===== config.mk =====
export PLATFORM = sky130hd
export DESIGN_NAME = priority_encoder_q
export DESIGN_NICKNAME = d
export VERILOG_FILES = /design/src/rtl/priority_encoder_q_pkg.sv /design/src/rtl/pri_find_first.sv /design/src/rtl/priority_encoder_q.sv
export SDC_FILE = /design/constraint.sdc
export NUM_CORES = 1
export LEC_CHECK = 0
export CAP_MARGIN = 30
export CORE_MARGIN = 1.5
export CORE_UTILIZATION = 53
export CTS_BUF_LIST = sky130_fd_sc_hd__clkbuf_2 sky130_fd_sc_hd__clkbuf_4 sky130_fd_sc_hd__clkbuf_8
export DETAILED_ROUTE_END_ITERATION = 8
export PLACE_DENSITY = 0.9
export SLEW_MARGIN = 20
export SYNTH_ARGS = -nofsm -noshare
export SYNTH_HDL_FRONTEND = slang
export SYNTH_HIERARCHICAL = 1
export SYNTH_SLANG_ARGS = --single-unit

===== constraint.sdc =====
create_clock -name clk -period 2.6 [get_ports clk]
set_input_delay 0.52 -clock clk [delete_from_list [all_inputs] [get_ports clk]]
set_output_delay 0.52 -clock clk [all_outputs]
set_load 0.005 [all_outputs]

===== src/rtl/priority_encoder_q_pkg.sv =====
// Shared definitions for the priority encoder queue: FSM state and
// arbitration mode selectors.
package enc_pkg;

  typedef enum logic {
    IDLE    = 1'b0,
    PRESENT = 1'b1
  } state_t;

  localparam int MODE_FIXED = 0;
  localparam int MODE_RR    = 1;

endpackage


===== src/rtl/pri_find_first.sv =====
// Combinational circular search: returns the first set bit of vec at or
// above start, wrapping to the lowest set bit when nothing is set above.
module pri_find_first #(
  parameter int N = 16,
  parameter int W = $clog2(N)
) (
  input  logic [N-1:0] vec,
  input  logic [W-1:0] start,
  output logic         found,
  output logic [W-1:0] idx
);

  logic [N-1:0] upper_mask;
  logic [N-1:0] upper_vec;
  logic [N-1:0] search_vec;

  // Mark positions at or above the start index.
  generate
    for (genvar gi = 0; gi < N; gi++) begin : g_mask
      assign upper_mask[gi] = (W'(gi) >= start);
    end
  endgenerate

  assign upper_vec  = vec & upper_mask;
  // Prefer the upper segment; fall back to the whole vector for the wrap.
  assign search_vec = (|upper_vec) ? upper_vec : vec;

  // Lowest set bit of the chosen segment.
  always_comb begin
    found = |vec;
    idx   = '0;
    for (int i = N - 1; i >= 0; i--) begin
      if (search_vec[i]) begin
        idx = W'(i);
      end
    end
  end

endmodule


===== src/rtl/priority_encoder_q.sv =====
// Pending-request register with a two-state grant FSM. Requests accumulate
// in pending; one is presented at a time on out_index with a valid/ready
// handshake. Fixed-priority or round-robin selection by parameter.
module priority_encoder_q
  import enc_pkg::*;
#(
  parameter int N  = 16,
  parameter int W  = $clog2(N),
  parameter int RR = 0
) (
  input  logic         clk,
  input  logic         rst,
  input  logic         enable,
  input  logic [N-1:0] req_in,
  output logic         out_valid,
  input  logic         out_ready,
  output logic [W-1:0] out_index,
  output logic [N-1:0] pending,
  output logic         drop
);

  state_t       state_reg;
  logic         out_valid_reg;
  logic [W-1:0] out_index_reg;
  logic [W-1:0] ptr_reg;
  logic [N-1:0] pending_reg;
  logic [N-1:0] pending_next;
  logic         drop_reg;
  logic         drop_next;
  logic         handshake;
  logic [N-1:0] clr_mask;
  logic [W-1:0] start_sel;
  logic         found;
  logic [W-1:0] sel_idx;

  assign handshake = out_valid_reg & out_ready;

  // One-hot clear of the granted bit, only in the handshake cycle.
  generate
    for (genvar gi = 0; gi < N; gi++) begin : g_clr
      assign clr_mask[gi] = handshake && (out_index_reg == W'(gi));
    end
  endgenerate

  // New requests are OR-ed in after the clear, so a same-cycle re-request
  // of the granted bit keeps it pending and is not counted as a drop.
  assign pending_next = (pending_reg & ~clr_mask) | req_in;
  assign drop_next    = |(req_in & pending_reg & ~clr_mask);

  // Search origin: one past the last grant in round-robin, else index 0.
  always_comb begin
    start_sel = '0;
    if (RR == MODE_RR) begin
      start_sel = (ptr_reg == W'(N - 1)) ? '0 : ptr_reg + W'(1);
    end
  end

  pri_find_first #(
    .N(N),
    .W(W)
  ) u_find (
    .vec  (pending_reg),
    .start(start_sel),
    .found(found),
    .idx  (sel_idx)
  );

  // Pending register and the registered drop pulse.
  always_ff @(posedge clk or posedge rst) begin
    if (rst) begin
      pending_reg <= '0;
      drop_reg    <= 1'b0;
    end else begin
      pending_reg <= pending_next;
      drop_reg    <= drop_next;
    end
  end

  // Grant FSM: load a grant from IDLE, hold it in PRESENT until accepted.
  always_ff @(posedge clk or posedge rst) begin
    if (rst) begin
      state_reg     <= IDLE;
      out_valid_reg <= 1'b0;
      out_index_reg <= '0;
      ptr_reg       <= W'(N - 1);
    end else begin
      case (state_reg)
        IDLE: begin
          if (enable && found) begin
            state_reg     <= PRESENT;
            out_valid_reg <= 1'b1;
            out_index_reg <= sel_idx;
          end
        end
        PRESENT: begin
          if (out_ready) begin
            state_reg     <= IDLE;
            out_valid_reg <= 1'b0;
            if (RR == MODE_RR) begin
              ptr_reg <= out_index_reg;
            end
          end
        end
      endcase
    end
  end

  assign out_valid = out_valid_reg;
  assign out_index = out_index_reg;
  assign pending   = pending_reg;
  assign drop      = drop_reg;

endmodule


==> results.sh <==
export IMPL_cp_arrival_ns=2.44
export IMPL_min_path_type="flip-flop to flip-flop"
export IMPL_yosysUniqueCellTypes=61
export IMPL_dr_total_vias=2144
export IMPL_coreArea_mm2=0.00363
export IMPL_cts_buffers=3
export IMPL_vias_per_cell=6.18
export IMPL_area_growth_pct=25.6
export IMPL_port_buffer_count=41
export IMPL_row_count=22
export IMPL_htree_levels=1
export IMPL_grt_usage_pct=29.8
export IMPL_fin_cells=347
export IMPL_cp_slowest_cell="dfrtp_1"
export IMPL_antenna_found_initial=0
export IMPL_cts_resized_gates=0
export IMPL_synth_area_per_cell_um2=8.32
export IMPL_synth_edff_count=0
export IMPL_nets=320
export IMPL_pre_cts_ws_ns=0.331
export IMPL_nFillCells=307
export IMPL_dieArea_mm2=0.00416
export IMPL_firstDrtPassIters=4
export IMPL_synth_ff_type="dfrtp_1"
export IMPL_worstSetupEndpointType="flip-flop"
export IMPL_outcome="finished clean"
export IMPL_synth_area_leaders="dfrtp_1 29%, nand2_1 6.4%, a21o_1 6.0%, a21oi_1 5.0%, buf_6 3.9%"
export IMPL_cts_sinks=23
export IMPL_drtAntennaViolNets=0
export IMPL_grt_pass1_wl_mm=9.63
export IMPL_max_slew_worst_pin_slew_ns=0.627
export IMPL_skew_ns=0.00715
export IMPL_largest_reg_flops=16
export IMPL_cp_start_kind="flip-flop"
export IMPL_clock_fmax_ghz=0.440
export IMPL_grt_max_degree=24
export IMPL_setup_tns_ns=0
export IMPL_synthCells=241
export IMPL_multi_input_area_mm2=0.00136
export IMPL_drtIter0Drc=158
export IMPL_regArea_um2=576
export IMPL_final_setup_worst_slack_ns=0.327
export IMPL_path_max_fanout=9
export IMPL_required_ns=2.77
export IMPL_cts_clk_slew_worst_paths_ns=0.08
export IMPL_synth_async_sr_flop_share_pct=100
export IMPL_syn_area_mm2=0.00201
export IMPL_hpwl_mm=4.47
export IMPL_place_congestion=1.01
export IMPL_synth_top_area_share_pct=28.7
export IMPL_cp_top_family="simple AND/OR/NAND/NOR gates"
export IMPL_dieWidth_um=64.5
export IMPL_slowest_delay_ns=0.47
export IMPL_routed_wl_mm=5.91
export IMPL_postCtsSetupBuffers=0
export IMPL_synth_area_leader_cell="dfrtp_1"
export IMPL_slew_headroom_pct=57.8
export IMPL_initial_utilization_pct=55.2
export IMPL_ys_ff_latch=23
export IMPL_cp_buffers_inverters=0
export IMPL_yosysSeqAreaShare_pct=28.7
export IMPL_finalPower_mw=1.06
export IMPL_post_place_cells=343
export IMPL_min_period_over_period_pct=87.4
export IMPL_antenna_cells=0
export IMPL_die_height_um=64.5
export IMPL_p_per_area_mw_per_mm2=419
export IMPL_wl_per_cell_um=17.0
export IMPL_grt_pass1_vias=2011
export IMPL_ios=42
export IMPL_drive_gt1_share_pct=9.70
export IMPL_period_needed_ns=2.27
export IMPL_drc_errors=0
export IMPL_power_leakage_nw=0.972
export IMPL_crit_type="flip-flop to flip-flop"
export IMPL_clockRootBuffer="clkbuf_8"
export IMPL_drv_cap=0
export IMPL_ys_warn_count=6
export IMPL_rsz0062_at_grt="no"
export IMPL_insertion_delay_ns=0.27
export IMPL_hold_viol=0
export IMPL_cts_buffer_depth=2
export IMPL_slew_viol_final=0
export IMPL_vdd_ir_drop_max_mv=0.363
export IMPL_setup_viol_count_final=0
export IMPL_final_util_pct=69.4
export IMPL_path_cells="or2_2 -> a221oi_2 -> o221ai_4 -> or3_4 -> o21ai_0 -> a21oi_1 -> mux2_2"
export IMPL_gr_total_overflow=0
export IMPL_cts_hold_buf=0
export IMPL_cts_tree="done"
## per-stage QoR
stage	instance area (µm²)	hold WS [ns]
3_5_place_dp	2470	0.541
4_1_cts	2520	0.554
3_3_place_gp	2470	0.527
6_report	2520	0.548
5_1_grt	2520	0.587
2_1_floorplan	2090	0.502
## cells in the final DEF (no fill, tap or decap), types with 7 or more instances in the layout
master            n
a21oi_1          20
nor4_1            9
dfrtp_1          23
nand2_1          34
nand3_1           7
conb_1           23
clkdlybuf4s50_1  41
o21ai_0           9
inv_1             9
nor2_1           11
nor2b_1          10
a21o_1           16
## final timing paths
path / startpoint / to / slack [ns] / cells after the start
worst max-delay path: pending[7] / out_index[0] / 0.33 / 7
worst min-delay path: state_reg / out_valid / 0.55 / 3
worst max register to register: pending[7] / out_index[0] / 0.33 / 7
worst min register to register: state_reg / out_valid / 0.55 / 3
max in group asynchronous: rst / pending[6] / 1.75 / 3
min in group asynchronous: rst / out_valid / 0.61 / 3
## routing by layer
layer | GRT usage [%] | part of all wire (%) | wire (µm) | up-vias
met5 | 0 | 0 | 0 | -
met4 | 13.6 | 3.4 | 199 | 0
met3 | 3.99 | 7.2 | 427 | 24
met2 | 51.6 | 49 | 2890 | 113
met1 | 36.9 | 40 | 2390 | 1010
li1 | - | - | - | 997
## synthesized netlist by cell type (all sizes together) (3+ instances only)
master,count
nand2,34
dfrtp,23
a21oi,22
a21o,16
o21ai,14
buf,13
nor2,12
nor2b,10
nor4,10
inv,9
nand3,8
a31oi,5
o21bai,5
mux2,4
nand4,4
or2,4
nor3,3
o21a,3
o31ai,3
## logic make-up after synthesis
group	count (synthesis)	synth area share [%]
muxes	4	2.25
AOI/OAI and AO/OA	91	32.9
other	1	0.187
and+or+nand+nor	99	28.1
DFF	23	28.7
buffers and inverters	23	7.80
## cell type report
type	count	area share, %
Tap cell	48	2.38
Timing Repair Buffer	46	17.8
Inverter	9	1.34
Multi-Input combinational cell	217	53.8
Clock buffer	3	1.64
Clock inverter	1	0.199
Sequential cell	23	22.8
## tightest hold or removal path, delay by kind of cell (launching register included)
family / cells / cell delay [ns]
flip-flops: 1 / 0.35
AND/OR/NAND/NOR: 3 / 0.17
## report_power, final
group          total, mW  switching (mW)  leakage, nW  internal, mW
Sequential         0.463          0.0715        0.222         0.392
Combinational      0.367           0.184        0.725         0.183
Clock              0.225           0.118       0.0255         0.107
Power figures use the tool's default switching activity.
